## src/rtl/byte_tx_scheduler.sv

```systemverilog
// byte_tx_scheduler
// Two-requester word-to-byte serializer. A round-robin arbiter picks one
// requester while idle, latches its 32-bit word and byte count, then emits
// the word one byte per accepted cycle on a valid/ready byte stream.
// Byte order inside the word is chosen by LSB_FIRST.

module byte_tx_scheduler #(
    parameter bit LSB_FIRST = 1'b1
) (
    input  logic        clk,
    input  logic        reset,

    input  logic        req0_valid,
    input  logic [31:0] req0_data,
    input  logic [1:0]  req0_len,
    output logic        req0_ready,

    input  logic        req1_valid,
    input  logic [31:0] req1_data,
    input  logic [1:0]  req1_len,
    output logic        req1_ready,

    output logic        out_valid,
    output logic [7:0]  out_byte,
    output logic        out_last,
    output logic        out_src,
    input  logic        out_ready,

    output logic        busy
);

    typedef enum logic [0:0] {
        IDLE = 1'b0,
        SEND = 1'b1
    } state_t;

    state_t      state_r;
    state_t      state_nxt_s;

    logic [31:0] data_r;
    logic [1:0]  len_r;
    logic [1:0]  idx_r;
    logic        src_r;
    logic        ptr_r;

    logic        grant_s;
    logic        winner_s;
    logic        last_s;
    logic        advance_s;

    // Byte lane selection: idx counts bytes in transmit order, so the lane
    // walks up from bits [7:0] when LSB_FIRST is set and down from [31:24]
    // otherwise.
    function automatic logic [7:0] select_byte(
        input logic [31:0] word,
        input logic [1:0]  idx,
        input bit          lsb_first
    );
        logic [7:0] sel;
        sel = 8'h00;
        if (lsb_first) begin
            case (idx)
                2'd0:    sel = word[7:0];
                2'd1:    sel = word[15:8];
                2'd2:    sel = word[23:16];
                2'd3:    sel = word[31:24];
                default: sel = 8'h00;
            endcase
        end else begin
            case (idx)
                2'd0:    sel = word[31:24];
                2'd1:    sel = word[23:16];
                2'd2:    sel = word[15:8];
                2'd3:    sel = word[7:0];
                default: sel = 8'h00;
            endcase
        end
        return sel;
    endfunction

    assign last_s    = (idx_r == len_r);
    assign advance_s = (state_r == SEND) && out_ready;

    // Arbitration: only while idle (and out of reset); a lone requester wins
    // outright, contention is resolved by the round-robin pointer.
    always_comb begin
        grant_s  = 1'b0;
        winner_s = ptr_r;
        if ((state_r == IDLE) && !reset) begin
            if (req0_valid && req1_valid) begin
                grant_s  = 1'b1;
                winner_s = ptr_r;
            end else if (req0_valid) begin
                grant_s  = 1'b1;
                winner_s = 1'b0;
            end else if (req1_valid) begin
                grant_s  = 1'b1;
                winner_s = 1'b1;
            end else begin
                grant_s  = 1'b0;
                winner_s = ptr_r;
            end
        end else begin
            grant_s  = 1'b0;
            winner_s = ptr_r;
        end
    end

    // Next-state logic: a grant starts a word, the accepted last byte ends it.
    always_comb begin
        state_nxt_s = state_r;
        case (state_r)
            IDLE: begin
                if (grant_s) begin
                    state_nxt_s = SEND;
                end else begin
                    state_nxt_s = IDLE;
                end
            end
            SEND: begin
                if (advance_s && last_s) begin
                    state_nxt_s = IDLE;
                end else begin
                    state_nxt_s = SEND;
                end
            end
            default: state_nxt_s = IDLE;
        endcase
    end

    // State register.
    always_ff @(posedge clk or posedge reset) begin
        if (reset) begin
            state_r <= IDLE;
        end else begin
            state_r <= state_nxt_s;
        end
    end

    // Word capture, byte index and round-robin pointer. idx is left at its
    // final value on return to IDLE so out_byte keeps showing the last byte.
    always_ff @(posedge clk or posedge reset) begin
        if (reset) begin
            data_r <= 32'h0000_0000;
            len_r  <= 2'd0;
            idx_r  <= 2'd0;
            src_r  <= 1'b0;
            ptr_r  <= 1'b0;
        end else if (grant_s) begin
            data_r <= winner_s ? req1_data : req0_data;
            len_r  <= winner_s ? req1_len  : req0_len;
            idx_r  <= 2'd0;
            src_r  <= winner_s;
            ptr_r  <= ~winner_s;
        end else if (advance_s && !last_s) begin
            idx_r  <= idx_r + 2'd1;
        end else begin
            idx_r  <= idx_r;
        end
    end

    assign req0_ready = grant_s && (winner_s == 1'b0);
    assign req1_ready = grant_s && (winner_s == 1'b1);

    assign out_valid  = (state_r == SEND);
    assign busy       = (state_r == SEND);
    assign out_last   = (state_r == SEND) && last_s;
    assign out_src    = src_r;
    assign out_byte   = select_byte(data_r, idx_r, LSB_FIRST);

endmodule

```

## config.mk

```make
export PLATFORM = sky130hd
export DESIGN_NAME = byte_tx_scheduler
export DESIGN_NICKNAME = d
export VERILOG_FILES = /design/src/rtl/byte_tx_scheduler.sv
export SDC_FILE = /design/constraint.sdc
export NUM_CORES = 1
export LEC_CHECK = 0
export CAP_MARGIN = 15
export CORE_ASPECT_RATIO = 0.75
export CORE_UTILIZATION = 25
export DETAILED_ROUTE_END_ITERATION = 7
export PLACE_DENSITY = 0.52
export SETUP_SLACK_MARGIN = 0.1
export SLEW_MARGIN = 0
export SYNTH_ARGS = -nofsm -noshare
export SYNTH_HDL_FRONTEND = slang
export SYNTH_SLANG_ARGS = --single-unit
```

## constraint.sdc

```tcl
create_clock -name clk -period 1.9 [get_ports clk]
set_input_delay 0.285 -clock clk [delete_from_list [all_inputs] [get_ports clk]]
set_output_delay 0.285 -clock clk [all_outputs]
set_load 0.1 [all_outputs]
```

Word-level counts from Yosys, hierarchy flattened
Cells that the tools add are included.
{ "op_classes": {"addsub": 1, "eq_ne": 4, "n_mux": 16, "bitwise": 2, "reduce_logical": 12} }
{ "op_table": {"columns": ["cell", "count"], "rows": [
  ["two-way mux 32 bit", 1],
  ["case mux 8 bit (4 select lines)", 1],
  ["two-way mux 1 bit", 10],
  ["logical AND 1 bit", 8],
  ["two-way mux 2 bit", 3],
  ["== test 2 bit, second input constant", 2],
  ["adder 2 x 1 -> 2 bit, second input constant", 1],
  ["== test 2 x 1 -> 1 bit, second input constant", 1],
  ["== test 2 bit", 1],
  ["logical NOT 1 bit", 2],
  ["logical NOT 2 bit", 1],
  ["inverter 1 bit", 2],
  ["case mux 1 bit (2 select lines)", 1],
  ["nonzero test 2 bit", 1]
]} }
{ "word_totals": {"regBits": 39, "in_bits": 73, "output_inout_bits": 14, "elab_cells": 41} }

Depth between registers and ports, before layout
Gate-level depths: netlist (run 1).
{ "logic_depth": {"ltp_word": 6, "depth_mapped": 5, "depth_no_buf": 4} }

Least setup slack after synthesis (run 1)
OpenSTA, ideal clock, no wires.
{ "synth_path": {"kind": "flip-flop to output port", "from": "reg idx_r[0]", "to": "out out_byte[0]", "arrival_ns": 2.668, "required_ns": 1.615, "slack_ns": -1.053, "stages_incl_launch_ff": 5, "n_path_buf": 1, "cell_sequence": "dfrtp_1 inv_1 ha_1 clkbuf_1 mux2i_1"} }
{ "synth_via": {"elab_chain_len": 2, "word_cells_on_any_way": 5, "classes_between": "eq/ne: 3; mux: 1; reduce/logical: 1"} }
{ "synth_rtl": {"columns": ["item", "line", "rtl"], "rows": [
  ["from (decl)", "42", "logic [1:0] idx_r;"],
  ["from (signal assigned)", "156", "idx_r <= idx_r + 2'd1;"],
  ["from (signal assigned)", "158", "idx_r <= idx_r;"],
  ["== test 2 bit, or another cell as far along", "62", "case (idx)"],
  ["case mux 8 bit (4 select lines) (*)", "62", null],
  ["to (decl)", "24", "output logic [7:0] out_byte,"]
]} }
Every way passes the cells marked *; elsewhere a longest branch is shown, timed or not.

Final worst setup path (run 1)
{ "layout_path": {"from": "reg idx_r[1]", "to": "out out_byte[6]"} }
The elaborated chain is that of the path after synthesis.

==> results of run 1 <==
## Yosys cell counts, drive strengths merged
cell type	number	share of area
a21oi	11	0.026
a221o	34	0.16
clkbuf	6	0.011
a222oi	8	0.038
nor2	1	0.0030
buf	15	0.056
nand2	3	0.0054
a21boi	26	0.094
mux2i	8	0.038
nand2b	1	0.0066
ha	4	0.024
a21o	2	0.0072
and3	3	0.011
dfrtp	39	0.47
or2	1	0.0030
mux2	2	0.011
nand3	1	0.0024
a22o	1	0.0042
xnor2	2	0.0084
inv	11	0.020
## layout by cell type (no fill, tap or decap)
master,count
clkbuf_8,5
a221o_1,34
a21oi_1,11
a21boi_1,10
clkdlybuf4s50_1,72
nor2_2,1
inv_2,1
and3_4,2
bufinv_16,2
buf_4,20
inv_4,1
xnor2_4,2
a222oi_1,8
buf_12,15
mux2i_4,8
inv_1,9
dfrtp_1,36
and3_2,1
a21o_1,2
nand2_1,3
ha_4,4
a22o_1,1
dfrtp_2,3
clkbuf_1,1
a21boi_0,16
or2_1,1
nand2b_4,1
mux2_2,2
nand3_1,1
buf_6,1
## final cells by class
| class | count | area share |
|---|---|---|
| Multi-Input combinational cell | 108 | 0.313 |
| Tap cell | 105 | 0.0365 |
| Timing Repair Buffer | 108 | 0.329 |
| Sequential cell | 39 | 0.273 |
| Inverter | 11 | 0.0122 |
| Clock buffer | 6 | 0.0202 |
| Clock inverter | 2 | 0.0167 |
## cells by family (layout without fill, tap and decap cells)
kind of cell | after synthesis | count (layout) | synth area share
DFF | 39 | 39 | 0.468
AOI/OAI and AO/OA | 82 | 82 | 0.333
adders and majority gates | 4 | 4 | 0.0240
buffers and inverters | 32 | 127 | 0.0863
and+or+nand+nor | 10 | 10 | 0.0318
muxes | 10 | 10 | 0.0492
xor gates and xnor gates | 2 | 2 | 0.00839
## final timing paths
| kind | start | endpoint | slack, ns | cells after the start |
|---|---|---|---|---|
| min | reset | data_r[14] | 0.37 | 2 |
| min reg2reg | out_src | out_src | 0.50 | 1 |
| max reg2reg | idx_r[1] | idx_r[1] | 0.30 | 5 |
| max | idx_r[1] | out_byte[6] | -0.21 | 5 |
| min in group clk | out_src | out_src | 0.50 | 1 |
| max in group asynchronous | reset | busy | 1.02 | 3 |
## power groups by stage
stage          registers (mW)  clock network [mW]  logic, mW
2_1_floorplan            1.53                   0       2.94
3_3_place_gp             1.49                   0       4.30
3_5_place_dp             1.48                   0       4.31
4_1_cts                  1.51               0.823       4.53
5_1_grt                  1.56               0.857       4.84
6_report                 1.52               0.804       4.62
## metrics by stage
| step | area, um^2 | setup WS [ns] | util | setup TNS [ns] |
|---|---|---|---|---|
| final | 3590 | -0.207 | 0.450 | -1.25 |
| after global routing | 3590 | -0.278 | 0.450 | -1.79 |
| after CTS | 3550 | -0.203 | 0.444 | -1.25 |
| after detailed placement | 3300 | -0.0205 | 0.413 | -0.0656 |
| after global placement | 3300 | 0.0317 | 0.413 | 0 |
| after floorplan | 2240 | 0.0703 | - | 0 |
## worst max-delay path, delay by kind of cell, from the launching register on
kind	cells	cell delay (ns)
compound gates	1	0.48
fa+ha+maj	1	0.19
buf+inv	2	0.26
flops	1	0.46
mux	1	0.14
## flip-flops by register name, indices dropped and copies added, names as in the netlist
| register | cells |
|---|---|
| data_r | 32 |
| ptr_r | 1 |
| busy | 1 |
| len_r | 2 |
| out_src | 1 |
| idx_r | 2 |
## routing by layer
layer  track usage  part of all wire  wire (um)
met5             0                 0          0
met4        0.0288            0.0024         15
met3        0.0393             0.064        410
met2         0.234              0.44       2780
met1         0.211              0.50       3160
## timing repair
item	CTS	global route
pin swaps	8	7
setup buffers	4	4
endpoints found under the setup margin	8	10
resized for setup	13	3
==> flow_metrics.env, run 1 <==
export IMPL_violations="design-rule violations, negative setup slack"
export IMPL_combPwrFrac=0.665
export IMPL_max_cap_viol_count=0
export IMPL_antenna_found_initial=0
export IMPL_endpoint_kind="output pin"
export IMPL_core_mm2=0.00799
export IMPL_fin_skew_ns=0.00465
export IMPL_worst_slack_ns=-0.207
export IMPL_status="finished with violations"
export IMPL_max_stage_delay_ns=0.48
export IMPL_synth_cell_types=24
export IMPL_syn_area_per_cell_um2=11.7
export IMPL_hp_class="input port to asynchronous set/reset pin"
export IMPL_drv_slew=0
export IMPL_rows=28
export IMPL_dp_cells=363
export IMPL_grt_first_pass_wirelength_mm=9.87
export IMPL_grt_pass1_vias=1862
export IMPL_grt_use_total=0.150
export IMPL_clock_power_share=0.116
export IMPL_antenna_left=0
export IMPL_crit_slowest_cell="a222oi_1"
export IMPL_worstMarginPinSlew_ns=0.476
export IMPL_required_ns=1.62
export IMPL_drive_gt1_frac=0.252
export IMPL_ios=87
export IMPL_cts_path_max_buffers=2
export IMPL_fin_cells=379
export IMPL_setup_viol=8
export IMPL_ys_seq_area_frac=0.468
export IMPL_crit_path_cell_trace="inv_4, ha_4, a222oi_1, mux2i_4, buf_12"
export IMPL_hold_viol_final=0
export IMPL_fillCellCount=755
export IMPL_cts_buffers=5
export IMPL_vias=1848
export IMPL_fin_nets=350
export IMPL_diodes=0
export IMPL_leakage_nw=1.47
export IMPL_synth_seq_cells=39
export IMPL_syn_num_nets=256
export IMPL_post_route_period_util=1.11
export IMPL_cp_start_kind="flop"
export IMPL_routed_wirelength_mm=6.37
export IMPL_drt_initial_drc_count=136
export IMPL_power_density_mw_per_mm2=1930
export IMPL_root_buffer="clkbuf_8"
export IMPL_grt_ovfl_total=0
export IMPL_hold_ws_ns=0.372
export IMPL_post_route_min_period_ns=2.11
export IMPL_syn_area_mm2=0.00209
export IMPL_drc=9
export IMPL_finalPower_mw=6.94
export IMPL_grt_max_degree=39
export IMPL_die_w_um=108
export IMPL_peakVddDrop_mv=1.11
export IMPL_fmax_mhz=475
export IMPL_maxSlewHeadroom=0.682
export IMPL_clk_pin_slew_worst_paths_ns=0.08
export IMPL_layout_area_overhead_vs_synth_pct=72.2
export IMPL_initial_utilization=0.261
export IMPL_criticalPathCategory="flop to output pin"
export IMPL_synth_warning_count=0
export IMPL_cp_max_fo=8
export IMPL_gp_congestion=0.787
export IMPL_power_frac_seq=0.219
export IMPL_place_hpwl_mm=4.71
export IMPL_cts_sinks=39
export IMPL_cp_arrival_ns=1.82
export IMPL_netlist_instances=179
export IMPL_p_switching_mw=3.13
export IMPL_clock_latency_ns=0.28
export IMPL_die_h_um=81.1
export IMPL_multi_input_area_mm2=0.00112
export IMPL_regArea_um2=980
export IMPL_rsz0062_at_grt="yes"
export IMPL_htreeDepth=2
export IMPL_via_per_inst=4.88
export IMPL_cts_tree="done"
export IMPL_p_int_mw=3.80
export IMPL_die_area_mm2=0.00872
export IMPL_port_buffer_count=86
export IMPL_wl_per_cell_um=16.8
export IMPL_drt_pass1_iter_count=8
export IMPL_hold_buffers=0
export IMPL_p_sw_frac=0.452
No activity file was read; power rests on OpenSTA's default activity.
==> run 2, diff against run 1 <==
Settings changed: REMOVE_ABC_BUFFERS set to 1.
==> flow_metrics.env, run 2 (synthesized netlist as in run 1, its figures left out) <==
export IMPL_dp_cells=365
export IMPL_power_frac_seq=0.232
export IMPL_finalPower_mw=6.30
export IMPL_drv_slew=0
export IMPL_fin_nets=347
export IMPL_p_sw_frac=0.469
export IMPL_hold_ws_ns=0.0888
export IMPL_max_cap_viol_count=0
export IMPL_fin_cells=376
export IMPL_die_w_um=108
export IMPL_finish_utilization=0.434
export IMPL_grt_ovfl_total=0
export IMPL_rows=28
export IMPL_via_per_inst=4.80
export IMPL_endpoint_kind="output pin"
export IMPL_post_route_period_util=1.11
export IMPL_leakage_nw=1.46
export IMPL_required_ns=1.62
export IMPL_cp_max_fo=5
export IMPL_largest_reg_flops=32
export IMPL_drive_gt1_frac=0.221
export IMPL_clock_latency_ns=0.28
export IMPL_diodes=0
export IMPL_cp_arrival_ns=1.82
export IMPL_clock_power_share=0.084
export IMPL_cts_tree="done"
export IMPL_routed_wirelength_mm=6.07
export IMPL_p_int_mw=3.34
export IMPL_initial_utilization=0.261
export IMPL_clk_pin_slew_worst_paths_ns=0.08
export IMPL_grt_use_total=0.148
export IMPL_wl_per_cell_um=16.1
export IMPL_regMostFlops="data_r"
export IMPL_peakVddDrop_mv=1.19
export IMPL_hold_viol_final=0
export IMPL_gp_congestion=0.720
export IMPL_biggestRegsByFlops="data_r: 32 flops, idx_r: 2 flops, len_r: 2 flops"
export IMPL_combPwrFrac=0.684
export IMPL_layout_commonest_cell="clkdlybuf4s50_1"
export IMPL_cts_sinks=39
export IMPL_fin_skew_ns=0.00693
export IMPL_place_hpwl_mm=4.58
export IMPL_cts_path_max_buffers=2
export IMPL_grt_first_pass_wirelength_mm=9.69
export IMPL_die_h_um=81.1
export IMPL_criticalPathCategory="flop to output pin"
export IMPL_violations="negative setup slack"
export IMPL_vias=1804
export IMPL_drt_pass1_iter_count=4
export IMPL_power_density_mw_per_mm2=1820
export IMPL_fmax_mhz=476
export IMPL_status="finished with violations"
export IMPL_port_buffer_count=86
export IMPL_setup_viol=8
export IMPL_p_switching_mw=2.95
export IMPL_hp_class="input port to asynchronous set/reset pin"
export IMPL_grt_max_degree=29
export IMPL_rsz0062_at_grt="yes"
export IMPL_htreeDepth=2
export IMPL_die_area_mm2=0.00872
export IMPL_root_buffer="clkbuf_8"
export IMPL_layout_common_cells="clkdlybuf4s50_1, dfrtp_1, a221o_1, a21boi_0, buf_12"
export IMPL_core_mm2=0.00799
export IMPL_worst_slack_ns=-0.201
export IMPL_worstMarginPinSlew_ns=0.641
export IMPL_cts_buffers=5
export IMPL_drt_initial_drc_count=129
export IMPL_cp_start_kind="flop"
export IMPL_antenna_found_initial=0
export IMPL_maxSlewHeadroom=0.570
export IMPL_ios=87
export IMPL_antenna_left=0
export IMPL_layout_area_overhead_vs_synth_pct=66.0
export IMPL_drc=0
export IMPL_grt_pass1_vias=1932
export IMPL_post_route_min_period_ns=2.10
-- run 2: cell count changes in the layout (fill, tap and decap cells not counted), moves of 3 or more --
cell	delta
buf_4	-9
mux2i_4	-8
buf_6	+4
mux2i_1	+5
mux2i_2	+3
clkinv_2	+3
-- run 2: path summary, 6_finish.rpt --
check                         start  depth (start not counted)          end  slack [ns]
max                        idx_r[1]                          6  out_byte[2]       -0.20
min                           reset                          2   data_r[19]        0.09
max in group asynchronous     reset                          3     idx_r[0]        1.32
max reg2reg                idx_r[1]                          5     idx_r[0]        0.29
min reg2reg                 out_src                          1      out_src        0.49
min in group clk              reset                          4        ptr_r        0.48
-- run 2: metal layers --
layer | share of wire | global-route usage | vias to the layer above
li1 | - | - | 884
met1 | 0.47 | 0.200 | 851
met2 | 0.45 | 0.232 | 63
met3 | 0.071 | 0.0425 | 6
met4 | 0.0069 | 0.0370 | 0
met5 | 0 | 0 | -
-- run 2: power groups by stage --
stage / combinational [mW] / clock, mW / sequential, mW
2_1_floorplan: 2.21 / 0 / 1.61
3_3_place_gp: 4.03 / 0 / 1.46
3_5_place_dp: 4.03 / 0 / 1.45
6_report: 4.31 / 0.527 / 1.46
4_1_cts: 4.28 / 0.542 / 1.45
5_1_grt: 4.55 / 0.568 / 1.51
-- run 2: timing repair --
action / 4_1_cts / 5_1_grt
gates resized for setup: 17 / 10
hold buffers: 0 / 0
setup endpoints to repair: 10 / 11
pin swaps: 6 / 5
endpoints found under the hold margin: 0 / 0
buffers inserted: 3 / 0
-- run 2: layout make-up --
class | count | area [um^2]
fill | 762 | 4520
timing repair buffer | 105 | 1210
multi-input combinational | 108 | 1020
sequential | 39 | 977
tap | 105 | 131
clock buffer | 5 | 68.8
inverter | 11 | 41.3
clock inverter | 3 | 15.0
-- run 2: worst max-delay path, cell delays in order, from the launching register on --
cell	delay [ns]
dfrtp_1	0.42
inv_2	0.08
ha_4	0.18
buf_6	0.13
a222oi_1	0.33
mux2i_1	0.17
clkbuf_16	0.23
-- run 2: per-stage QoR --
step           setup slack (ns)  setup TNS (ns)  cell area [um^2]
3_5_place_dp           -0.00776        -0.00776              3240
6_report                 -0.201           -1.28              3460
3_3_place_gp             0.0349               0              3240
5_1_grt                  -0.315           -1.94              3460
2_1_floorplan             -2.13          -89.34              1950
4_1_cts                  -0.203           -1.41              3430
==> run 3, diff against run 2 <==
Settings changed: SKIP_CTS_REPAIR_TIMING set to 1.
==> flow_metrics.env, run 3 (synthesized netlist as in run 1, its figures left out) <==
export IMPL_largest_reg_flops=32
export IMPL_grt_first_pass_wirelength_mm=9.48
export IMPL_required_ns=1.62
export IMPL_rsz0062_at_grt="yes"
export IMPL_grt_pass1_vias=1895
export IMPL_die_area_mm2=0.00872
export IMPL_grt_max_degree=29
export IMPL_criticalPathCategory="flop to output pin"
export IMPL_drive_gt1_frac=0.236
export IMPL_place_hpwl_mm=4.58
export IMPL_clk_pin_slew_worst_paths_ns=0.08
export IMPL_rows=28
export IMPL_fmax_mhz=472
export IMPL_routed_wirelength_mm=6.04
export IMPL_violations="negative setup slack"
export IMPL_cp_max_fo=8
export IMPL_fin_skew_ns=0.0101
export IMPL_finish_instance_area_mm2=0.00349
export IMPL_rrSetupSlack_ns=0.40
export IMPL_setup_viol=8
export IMPL_cts_tree="done"
export IMPL_root_buffer="clkbuf_8"
export IMPL_layout_commonest_cell="clkdlybuf4s50_1"
export IMPL_r2r_start="idx_r[1]"
export IMPL_drc=0
export IMPL_power_density_mw_per_mm2=1830
export IMPL_status="finished with violations"
export IMPL_cp_start_kind="flop"
export IMPL_vias=1818
export IMPL_port_buffer_count=86
export IMPL_diodes=0
export IMPL_cts_sinks=39
export IMPL_die_w_um=108
export IMPL_grt_use_total=0.144
export IMPL_gp_congestion=0.720
export IMPL_worstMarginPinSlew_ns=0.650
export IMPL_cts_buffers=5
export IMPL_core_mm2=0.00799
export IMPL_ios=87
export IMPL_worst_slack_ns=-0.220
export IMPL_max_cap_viol_count=0
export IMPL_antenna_found_initial=0
export IMPL_layout_area_overhead_vs_synth_pct=67.1
export IMPL_r2r_cells=4
export IMPL_initial_utilization=0.261
export IMPL_peakVddDrop_mv=1.19
export IMPL_die_h_um=81.1
export IMPL_layout_common_cells="clkdlybuf4s50_1, dfrtp_1, a221o_1, a21boi_0, buf_12"
export IMPL_drv_slew=0
export IMPL_hold_viol_final=0
export IMPL_postPlaceCellArea_mm2=0.00324
export IMPL_endpoint_kind="output pin"
export IMPL_via_per_inst=4.84
export IMPL_timing_rr_end="idx_r[0]"
export IMPL_clock_latency_ns=0.29
export IMPL_post_route_period_util=1.12
export IMPL_cts_path_max_buffers=2
export IMPL_regMostFlops="data_r"
export IMPL_biggestRegsByFlops="data_r: 32 flops, idx_r: 2 flops, len_r: 2 flops"
export IMPL_post_route_min_period_ns=2.12
export IMPL_maxSlewHeadroom=0.564
export IMPL_hp_class="input port to asynchronous set/reset pin"
export IMPL_fin_nets=347
export IMPL_htreeDepth=2
export IMPL_pre_cts_ws_ns=-0.00776
export IMPL_leakage_nw=1.46
export IMPL_cp_endpoint="out_byte[2]"
export IMPL_wl_per_cell_um=16.1
export IMPL_drt_pass1_iter_count=4
export IMPL_cp_arrival_ns=1.84
export IMPL_antenna_left=0
export IMPL_drt_initial_drc_count=109
export IMPL_startpoint="idx_r[0]"
export IMPL_grt_ovfl_total=0
-- run 3: cell count changes in the layout (fill, tap and decap cells not counted) --
cell,before,now
buf_4,11,13
buf_6,5,3
dfrtp_1,38,37
dfrtp_2,1,2
ha_2,1,2
ha_4,3,2
mux2i_1,5,2
mux2i_2,3,4
mux2i_4,0,2
xnor2_2,1,0
xnor2_4,1,2
-- run 3: how the worst min path moves through the flow --
stage	from	endpoint	slack, ns	cells after the start
final	reset	data_r[19]	0.09	2
after global routing	reset	data_r[19]	0.12	2
after CTS	reset	data_r[19]	0.40	2
after detailed placement	out_src	out_src	0.47	1
after global placement	out_src	out_src	0.48	1
after floorplan	req0_data[0]	data_r[0]	0.43	1
-- run 3: critical path, cell delays in order (launching register included) --
cell and delay (ns):
dfrtp_2 0.45, ha_2 0.27, a222oi_1 0.45, mux2i_2 0.15, clkbuf_16 0.23
-- run 3: where the power goes --
| part | internal, mW | switching, mW | total (mW) |
|---|---|---|---|
| clock | 0.251 | 0.279 | 0.530 |
| sequential | 1.22 | 0.251 | 1.47 |
| combinational | 1.93 | 2.46 | 4.39 |
| total | 3.40 | 2.99 | 6.39 |
-- run 3: through the flow --
stage / instances / utilization / hold slack, ns / power [mW] / TNS (ns)
2_1_floorplan: 158 / - / 0.430 / 3.82 / -89.34
3_3_place_gp: 365 / 0.405 / 0.475 / 5.49 / 0
3_5_place_dp: 365 / 0.405 / 0.475 / 5.48 / -0.00776
4_1_cts: 373 / 0.416 / 0.396 / 6.03 / -2.13
5_1_grt: 376 / 0.437 / 0.116 / 6.71 / -2.10
6_report: 376 / 0.437 / 0.0850 / 6.39 / -1.48
-- run 3: final cells by class --
class	instances	area, um^2
clock buffer	5	68.8
sequential	39	978
clock inverter	3	15.0
fill	758	4500
inverter	11	41.3
timing repair buffer	105	1200
multi-input combinational	108	1050
tap	105	131
-- run 3: per-layer routing --
| layer | GRT usage | part of all wire |
|---|---|---|
| met3 | 0.0409 | 0.078 |
| met4 | 0.0288 | 0.0051 |
| met5 | 0 | 0 |
| met1 | 0.194 | 0.46 |
| met2 | 0.231 | 0.45 |
